<file path="config.mk">
export PLATFORM = sky130hd
export DESIGN_NAME = alu_tx_packer
export DESIGN_NICKNAME = d
export VERILOG_FILES = /design/src/rtl/alu_tx_packer.sv
export SDC_FILE = /design/constraint.sdc
export NUM_CORES = 1
export LEC_CHECK = 0
export CELL_PAD_IN_SITES_DETAIL_PLACEMENT = 0
export CELL_PAD_IN_SITES_GLOBAL_PLACEMENT = 1
export CORE_MARGIN = 2
export CORE_UTILIZATION = 53
export CTS_CLUSTER_DIAMETER = 60
export DETAILED_ROUTE_END_ITERATION = 7
export GPL_TIMING_DRIVEN = 0
export PLACE_DENSITY_LB_ADDON = 0.1
export SLEW_MARGIN = 20
export SYNTH_ARGS = -nofsm -noshare
export SYNTH_HDL_FRONTEND = slang
export SYNTH_SLANG_ARGS = --single-unit
export TNS_END_PERCENT = 30
</file>
<file path="constraint.sdc">
create_clock -name clk_i -period 5 [get_ports clk_i]
set_input_delay 1.25 -clock clk_i [delete_from_list [all_inputs] [get_ports clk_i]]
set_output_delay 1.25 -clock clk_i [all_outputs]
set_load 0.1 [all_outputs]
</file>
<file path="src/rtl/alu_tx_packer.sv">
// alu_tx_packer: merges the echo byte stream and serialized 32-bit ALU results
// into one AXI-stream byte channel toward uart_tx, through a FWFT byte FIFO.
module alu_tx_packer #(
  parameter int unsigned DepthLog2 = 4,
  parameter int unsigned WordBytes = 4
) (
  input  logic                     clk_i,
  input  logic                     reset_ni,
  input  logic [7:0]               byte_data_i,
  input  logic                     byte_valid_i,
  output logic                     byte_ready_o,
  input  logic [8*WordBytes-1:0]   word_data_i,
  input  logic                     word_valid_i,
  output logic                     word_ready_o,
  output logic [7:0]               m_axis_tdata_o,
  output logic                     m_axis_tvalid_o,
  input  logic                     m_axis_tready_i,
  output logic [DepthLog2:0]       count_o,
  output logic                     busy_o
);

  localparam int unsigned Depth = 1 << DepthLog2;
  localparam int unsigned CntW  = DepthLog2 + 1;
  localparam int unsigned WordW = 8 * WordBytes;
  localparam int unsigned IdxW  = (WordBytes > 1) ? $clog2(WordBytes) : 1;

  typedef enum logic {
    IDLE = 1'b0,
    SER  = 1'b1
  } state_e;

  state_e               state_q, state_d;
  logic [7:0]           mem_q [Depth];
  logic [DepthLog2-1:0] wr_ptr_q, rd_ptr_q;
  logic [CntW-1:0]      count_q;
  logic [CntW-1:0]      free_c;
  logic [WordW-1:0]     word_q;
  logic [IdxW-1:0]      idx_q;
  logic                 active_q;

  logic                 push_c;
  logic                 pop_c;
  logic [7:0]           push_data_c;
  logic                 load_word_c;
  logic                 word_ready_c;
  logic                 byte_ready_c;
  logic                 full_c;
  logic                 empty_c;

  assign full_c  = (count_q == CntW'(Depth));
  assign empty_c = (count_q == CntW'(0));
  assign free_c  = CntW'(Depth) - count_q;
  assign pop_c   = !empty_c && m_axis_tready_i;

  // Holds both ready outputs low during reset and for the first cycle after release
  always_ff @(posedge clk_i or negedge reset_ni) begin
    if (!reset_ni) begin
      active_q <= 1'b0;
    end else begin
      active_q <= 1'b1;
    end
  end

  // Write FSM state register
  always_ff @(posedge clk_i or negedge reset_ni) begin
    if (!reset_ni) begin
      state_q <= IDLE;
    end else begin
      state_q <= state_d;
    end
  end

  // Write FSM next state, source arbitration (word wins) and FIFO push control
  always_comb begin
    state_d      = state_q;
    push_c       = 1'b0;
    push_data_c  = byte_data_i;
    load_word_c  = 1'b0;
    word_ready_c = 1'b0;
    byte_ready_c = 1'b0;
    case (state_q)
      IDLE: begin
        word_ready_c = active_q && (free_c >= CntW'(WordBytes));
        byte_ready_c = active_q && !full_c && !(word_valid_i && word_ready_c);
        if (word_valid_i && word_ready_c) begin
          load_word_c = 1'b1;
          state_d     = SER;
        end else if (byte_valid_i && byte_ready_c) begin
          push_c = 1'b1;
        end
      end
      SER: begin
        push_c      = 1'b1;
        push_data_c = word_q[7:0];
        if (idx_q == IdxW'(WordBytes - 1)) begin
          state_d = IDLE;
        end
      end
      default: state_d = IDLE;
    endcase
  end

  // Result shift register: low byte is always the next one to push
  always_ff @(posedge clk_i or negedge reset_ni) begin
    if (!reset_ni) begin
      word_q <= '0;
      idx_q  <= '0;
    end else if (load_word_c) begin
      word_q <= word_data_i;
      idx_q  <= '0;
    end else if (state_q == SER) begin
      word_q <= word_q >> 8;
      idx_q  <= idx_q + IdxW'(1);
    end
  end

  // FIFO pointers and occupancy
  always_ff @(posedge clk_i or negedge reset_ni) begin
    if (!reset_ni) begin
      wr_ptr_q <= '0;
      rd_ptr_q <= '0;
      count_q  <= '0;
    end else begin
      if (push_c) begin
        wr_ptr_q <= wr_ptr_q + DepthLog2'(1);
      end
      if (pop_c) begin
        rd_ptr_q <= rd_ptr_q + DepthLog2'(1);
      end
      case ({push_c, pop_c})
        2'b10:   count_q <= count_q + CntW'(1);
        2'b01:   count_q <= count_q - CntW'(1);
        default: count_q <= count_q;
      endcase
    end
  end

  // FIFO storage; contents are don't-care until pushed, so no reset
  always_ff @(posedge clk_i) begin
    if (push_c) begin
      mem_q[wr_ptr_q] <= push_data_c;
    end
  end

  assign m_axis_tdata_o  = empty_c ? 8'h00 : mem_q[rd_ptr_q];
  assign m_axis_tvalid_o = !empty_c;
  assign count_o         = count_q;
  assign busy_o          = (state_q == SER) || !empty_c;
  assign byte_ready_o    = byte_ready_c;
  assign word_ready_o    = word_ready_c;

  // Overflow and underflow are excluded by the acceptance checks
  a_no_push_full: assert property (@(posedge clk_i) disable iff (!reset_ni)
    !(push_c && full_c));
  a_no_pop_empty: assert property (@(posedge clk_i) disable iff (!reset_ni)
    !(pop_c && empty_c));

endmodule

</file>
==> run_results.csv, run 1 <==
group,metric,value,unit
status,status,"completed",
clock_tree,post-cts-setup-buffers,0,
placement,dp.cells,785,
drt,drt_iter0_drc,374,
final_layout,post-route-util,64.88,%
sta,slew_headroom,34.68,%
pwr,p_leak,3.450,nW
pwr,clkPwrFrac,21.5,%
synth,synth_common_cells,"edfxtp_1 (128), dfrtp_1 (49), o21ai_0 (45), a21oi_1 (43), nor2b_1 (28)",
placement,dp_hpwl,12010,um
final_layout,drive_gt1_share,15.19,%
drt,viasPerCell,5.874,
sta,max_freq,203.7,MHz
global_route,first_global_vias,5035,
drt,wl_met2,8631,um
drt,wl_met3,1014,um
worst_hold_path,min-delay-path-class,"reg2reg",
synth,synth_edf_count,128,
drt,num_vias,4793,
pwr,ir_drop,0.4251,mV
sta,fin_hold_ws,0.4946,ns
worst_setup_path,critPathMaxStageDelay,0.60,ns
synth,yosysMostFrequentCell,"edfxtp_1",
clock_tree,cts_buffer_depth,2,
clock_tree,clk_pin_slew,0.07,ns
placement,gp_congestion,0.7958,
floorplanning,fp.dieW,125.8,um
worst_setup_path,setup.worst_path.class,"reg2out",
floorplanning,die_h,125.8,um
sta,setup_viol,0,
synth,synth_area,7861,sq um
pwr,seqPwrFrac,33.3,%
pwr,switchingPower,2.789,mW
clock_tree,cts_buffers,17,
worst_setup_path,cp_cell_sequence,"buf_6 > nor4_4 > ha_1 > or2_2 > clkbuf_1 > a21oi_1 > a22o_1 > a221o_1 > dlygate4sd2_1",
drt,routed_wl,17330,um
floorplanning,initial_core_util,54.09,%
synth,yosysSeqAreaShare,64.49,%
sta,drv_slew,0,
global_route,grt_antenna_before_repair,0,
synth,syn-num-nets,590,
synth,synth.avg_cell_area,14.72,sq um
clock_tree,clock_sinks,177,
synth,yosys.area.top_type,"edfxtp_1",
worst_setup_path,critPathMaxFanout,8,
pwr,intPower,4.016,mW
synth,synthCells,534,
final_layout,area_delta_synth_final,19.96,%
synth,synth.area.top_cells,"edfxtp_1 (49%), dfrtp_1 (16%), mux4_2 (4.0%)",
worst_setup_path,required,3.75,ns
global_route,grt_max_degree,50,
sta,finalCriticalPeriod,4.909,ns
sta,rsz0062_at_grt,"true",
final_layout,finalNetCount,676,
final_layout,fin_cells,816,
pwr,pwr_density_cell,721.6,nW/um^2
global_route,grt_overflow,0,
floorplanning,io_pins,62,
drt,wire_per_inst,21.24,um
clock_tree,cts-root-buf,"clkbuf_16",
floorplanning,coreArea,14530,sq um
worst_setup_path,arrival,3.66,ns
synth,synth_top_cell_area_share,48.89,%
pwr,p_sw_share,40.99,%
drt,post-route-drc-count,0,
floorplanning,die-area,15820,sq um
clock_tree,cts_tree,"yes",
drt,first_pass_iters,5,
sta,worst_slew_pin_slew,0.9767,ns
drt,dr.max_layer_used,"met4",
sta,skew,0.01101,ns
clock_tree,clk_latency,0.44,ns
floorplanning,rows,44,
worst_setup_path,slowest_stage,"dlygate4sd2_1",
synth,ys_warn_count,0,
global_route,grt_pass1_wl,27700,um
sta,period_share,98.19,%
pwr,pwr-share-comb,45.3,%
synth,synth.ff_latch_count,177,
final_layout,diodes,0,
global_route,grt.total_usage,23.37,%
placement,portBuffers,61,
drt,ant_nets,0,
worst_setup_path,critPathLaunchType,"flip-flop",
run,drv_cap,0,
synth,synth_top_flop_cell,"edfxtp_1",
synth,async_flop_share,27.68,%
drt,wl_met1,7265,um
clock_tree,holdBufCountCts,0,
clock_tree,htreeDepth,4,
sta,hold_viol_final,0,
worst_setup_path,cp-end-kind,"primary output",
synth,synthDistinctLibCells,56,
final_layout,nFillCells,1097,
==> cells by family (layout without fill, tap and decap cells) <==
logic type               Yosys count  in the layout  synth area share [%]
AO/OA/AOI/OAI                    136            136                 10.19
XOR/XNOR                          13             13                 1.448
adder cells (fa/ha/maj)           11             11                 1.751
buffers and inverters             49            147                 3.056
flip-flops                       177            177                 64.49
multiplexers                      58             58                 11.46
other                              1              1               0.04770
AND/OR/NAND/NOR                   89             89                 7.560
==> cell type report <==
cell class                 count  area, sq um  area share (%)
multi-input combinational    308         2591           27.48
clock buffer                  17        425.4           4.511
tap                          184        230.2           2.441
inverter                       8        32.53          0.3450
timing repair buffer          67        646.9           6.859
clock inverter                14        226.5           2.401
buffer                        41        207.7           2.202
sequential                   177         5070           53.76
==> what timing repair did <==
action                                  CTS  global route
resized for setup                         4             6
endpoints found under the setup margin    4             8
gates cloned                              0             0
==> layer usage <==
metal  track usage (%)  up-vias
li1                  -     2241
met1             30.40     2383
met2             38.86      145
met3             5.055       24
met4             9.114        0
met5                 0        -
==> power by group through the flow <==
stage                     Clock (mW)  Combinational (mW)  Sequential [mW]
after floorplan                    0                2.20             2.39
final                           1.46                3.08             2.26
after global placement             0                3.03             2.27
after CTS                       1.48                3.11             2.26
after detailed placement           0                3.12             2.29
after global routing            1.54                3.32             2.30
==> state kept, by name, summed over array words and instances, names as in the netlist <==
name / count
state_q: 1
wr_ptr_q: 4
idx_q: 2
mem_q: 128
word_q: 32
count_o: 5
rd_ptr_q: 4
active_q: 1
==> critical path: cells and delay by family (launching register included) <==
kind | cells | cell delay (ns)
AO/OA/AOI/OAI | 3 | 0.68
adder cells (fa/ha/maj) | 1 | 0.44
buffers and inverters | 3 | 1.11
flip-flops | 1 | 0.39
AND/OR/NAND/NOR | 2 | 0.59
==> path summary, 6_finish.rpt <==
path,start,end,slack [ns],cells after the start
hold reg to reg,idx_q[0],idx_q[0],0.49,1
min in group asynchronous,reset_ni,count_o[3],0.84,1
setup / recovery,count_o[1],m_axis_tdata_o[0],0.09,9
hold / removal,idx_q[0],idx_q[0],0.49,1
max in group asynchronous,reset_ni,word_q[2],3.70,1
setup reg to reg,count_o[1],count_o[4],1.28,16
==> cell usage in the layout (no fill, tap or decap), types with 4 or more instances in the layout <==
cell             instances
edfxtp_1               128
clkdlybuf4s50_1         52
dfrtp_1                 49
o21ai_0                 45
a21oi_1                 43
nor2b_1                 28
mux2i_1                 24
a31oi_1                 24
clkbuf_1                22
clkbuf_16               17
mux4_2                  14
nand3_1                 13
mux2_2                  12
ha_1                    11
nand2_1                  9
mux4_1                   8
buf_2                    7
buf_4                    7
xnor2_1                  7
inv_1                    6
xor2_1                   6
buf_1                    5
nor2_1                   5
and4b_1                  5
bufinv_16                5
a22o_1                   4
and3_1                   4
a221o_1                  4
clkbuf_2                 4
inv_6                    4
clkinvlp_4               4
dlymetal6s2s_1           4
==> through the flow <==
step           setup TNS (ns)  power, mW  area [sq um]  setup slack [ns]
2_1_floorplan               0      4.593          7868           0.04722
4_1_cts                     0      6.855          9424           0.02378
5_1_grt               -0.1421      7.153          9430          -0.05547
3_3_place_gp                0      5.306          8708           0.06695
6_report                    0      6.805          9430           0.09053
3_5_place_dp                0      5.410          8777            0.1330
No activity file was read; power rests on OpenSTA's default activity.
==> inputs of run 2 (changes only) <==
HOLD_SLACK_MARGIN = 0.12   (was unset)
==> results of run 2 <==
No change in the layout: final DEF, timing and power equal those of run 1.
==> inputs of run 3 (changes only) <==
CORE_UTILIZATION = 54   (was 53)
DONT_BUFFER_PORTS = 1   (was unset)
==> run 3 against run 2 <==
Global-route usage increased by 0.13 points; clock power about the same; setup slack improved by 0.21 ns; die area decreased by 1.8%; sequential cell count unchanged; power decreased by 2.0%; non-clock buffer count decreased by 61; sequential share of layout area increased by 3.4 points; first-iteration DRC count increased by 8.3%.
==> run_results.csv, run 3 (synthesis gave the netlist of run 1 again) <==
group,metric,value,unit
status,status,"completed",
final_layout,final_common_cell,"edfxtp_1",
clock_tree,post_cts_resized,8,
global_route,grt_pass1_wl,27680,um
worst_setup_path,critPathMaxFanout,8,
final_layout,drive_gt1_share,18.71,%
pwr,p_leak,3.180,nW
drt,viasPerCell,6.137,
clock_tree,clk_latency,0.43,ns
final_layout,finalNetCount,615,
clock_tree,post-cts-setup-buffers,0,
final_layout,post-route-util,61.76,%
worst_setup_path,required,3.75,ns
clock_tree,cts-root-buf,"clkbuf_16",
drt,post-route-drc-count,0,
global_route,first_global_vias,4865,
sta,slew_headroom,24.51,%
placement,gp_congestion,0.8347,
clock_tree,cts_buffers,17,
sta,worst_slew_pin_slew,1.135,ns
placement,post_dp_cell_area,8214,sq um
drt,routed_wl,17040,um
clock_tree,holdBufCountCts,0,
placement,dp.cells,725,
final_layout,regMostFlops,"mem_q",
pwr,power,6.666,mW
sta,skew,0.005436,ns
final_layout,nFillCells,1080,
global_route,grt.total_usage,23.50,%
floorplanning,initial_core_util,54.71,%
clock_tree,cts_tree,"yes",
global_route,grt_antenna_before_repair,3,
floorplanning,die-area,15540,sq um
sta,finalCriticalPeriod,4.696,ns
worst_setup_path,cp-end-kind,"primary output",
worst_setup_path,setup.worst_path.class,"reg2out",
sta,setup_viol,0,
global_route,grt_overflow,0,
clock_tree,cts_buffer_depth,2,
placement,dp_hpwl,11660,um
sta,fin_hold_ws,0.4986,ns
floorplanning,fp.dieW,124.7,um
final_layout,area_delta_synth_final,12.89,%
sta,fin_tns_setup,0,ns
final_layout,mostFrequentLayoutCells,"edfxtp_1 (128), o21ai_0 (45), dfrtp_1 (45)",
floorplanning,coreArea,14370,sq um
final_layout,final_area,8875,sq um
drt,ant_nets,0,
worst_setup_path,arrival,3.45,ns
clock_tree,clk_pin_slew,0.06,ns
worst_setup_path,critPathLaunchType,"flip-flop",
pwr,pwr_density_cell,751.1,nW/um^2
drt,wire_per_inst,22.51,um
drt,drt_iter0_drc,405,
clock_tree,clock_sinks,177,
final_layout,largest_reg_flops,128,
run,drv_cap,0,
clock_tree,htreeDepth,4,
placement,portBuffers,0,
sta,hold_viol_final,0,
drt,first_pass_iters,5,
sta,period_share,93.93,%
final_layout,fin_cells,757,
floorplanning,io_pins,62,
sta,layout_setup_ws,0.3035,ns
floorplanning,die_h,124.7,um
sta,rsz0062_at_grt,"false",
pwr,ir_drop,0.4230,mV
placement,post-place-ws,0.1845,ns
global_route,grt_max_degree,50,
sta,drv_slew,0,
worst_hold_path,min-delay-path-class,"reg2reg",
drt,num_vias,4646,
sta,max_freq,212.9,MHz
floorplanning,rows,44,
-- run 3: final timing paths --
check / end / slack [ns] / depth (start not counted) / startpoint
setup / recovery: m_axis_tdata_o[0] / 0.30 / 7 / count_o[1]
hold / removal: idx_q[0] / 0.50 / 1 / idx_q[0]
setup reg to reg: count_o[4] / 0.95 / 16 / count_o[1]
hold reg to reg: idx_q[0] / 0.50 / 1 / idx_q[0]
max in group asynchronous: rd_ptr_q[1] / 4.39 / 0 / reset_ni
min in group asynchronous: count_o[3] / 0.51 / 0 / reset_ni
-- run 3: layer usage --
layer / track usage, % / part of all wire, %
met3: 6.443 / 7.3
met4: 8.262 / 1.7
met5: 0 / 0.076
met2: 38.60 / 49
met1: 30.36 / 41
-- run 3: final cells by class --
| class | instances | area [sq um] | share of cell area [%] |
|---|---|---|---|
| Clock inverter | 13 | 209.0 | 2.354 |
| Buffer | 40 | 203.9 | 2.298 |
| Tap cell | 184 | 230.2 | 2.594 |
| Timing Repair Buffer | 7 | 52.55 | 0.5921 |
| Inverter | 8 | 32.53 | 0.3666 |
| Clock buffer | 19 | 442.9 | 4.991 |
| Sequential cell | 177 | 5075 | 57.18 |
| Antenna cell | 1 | 2.502 | 0.02820 |
| Multi-Input combinational cell | 308 | 2626 | 29.59 |
-- run 3: critical path: stages (launching register included) --
cell and delay (ns):
dfrtp_2 0.61, buf_6 0.24, nor4_4 0.43, ha_1 0.43, or2_2 0.35, a21oi_1 0.10
a22o_1 0.28, a221o_2 0.57
-- run 3: power by group --
| group | internal, mW | switching, mW | leakage [nW] |
|---|---|---|---|
| registers | 2.11 | 0.303 | 1.75 |
| logic | 0.885 | 1.91 | 1.13 |
| clock network | 0.902 | 0.548 | 0.310 |
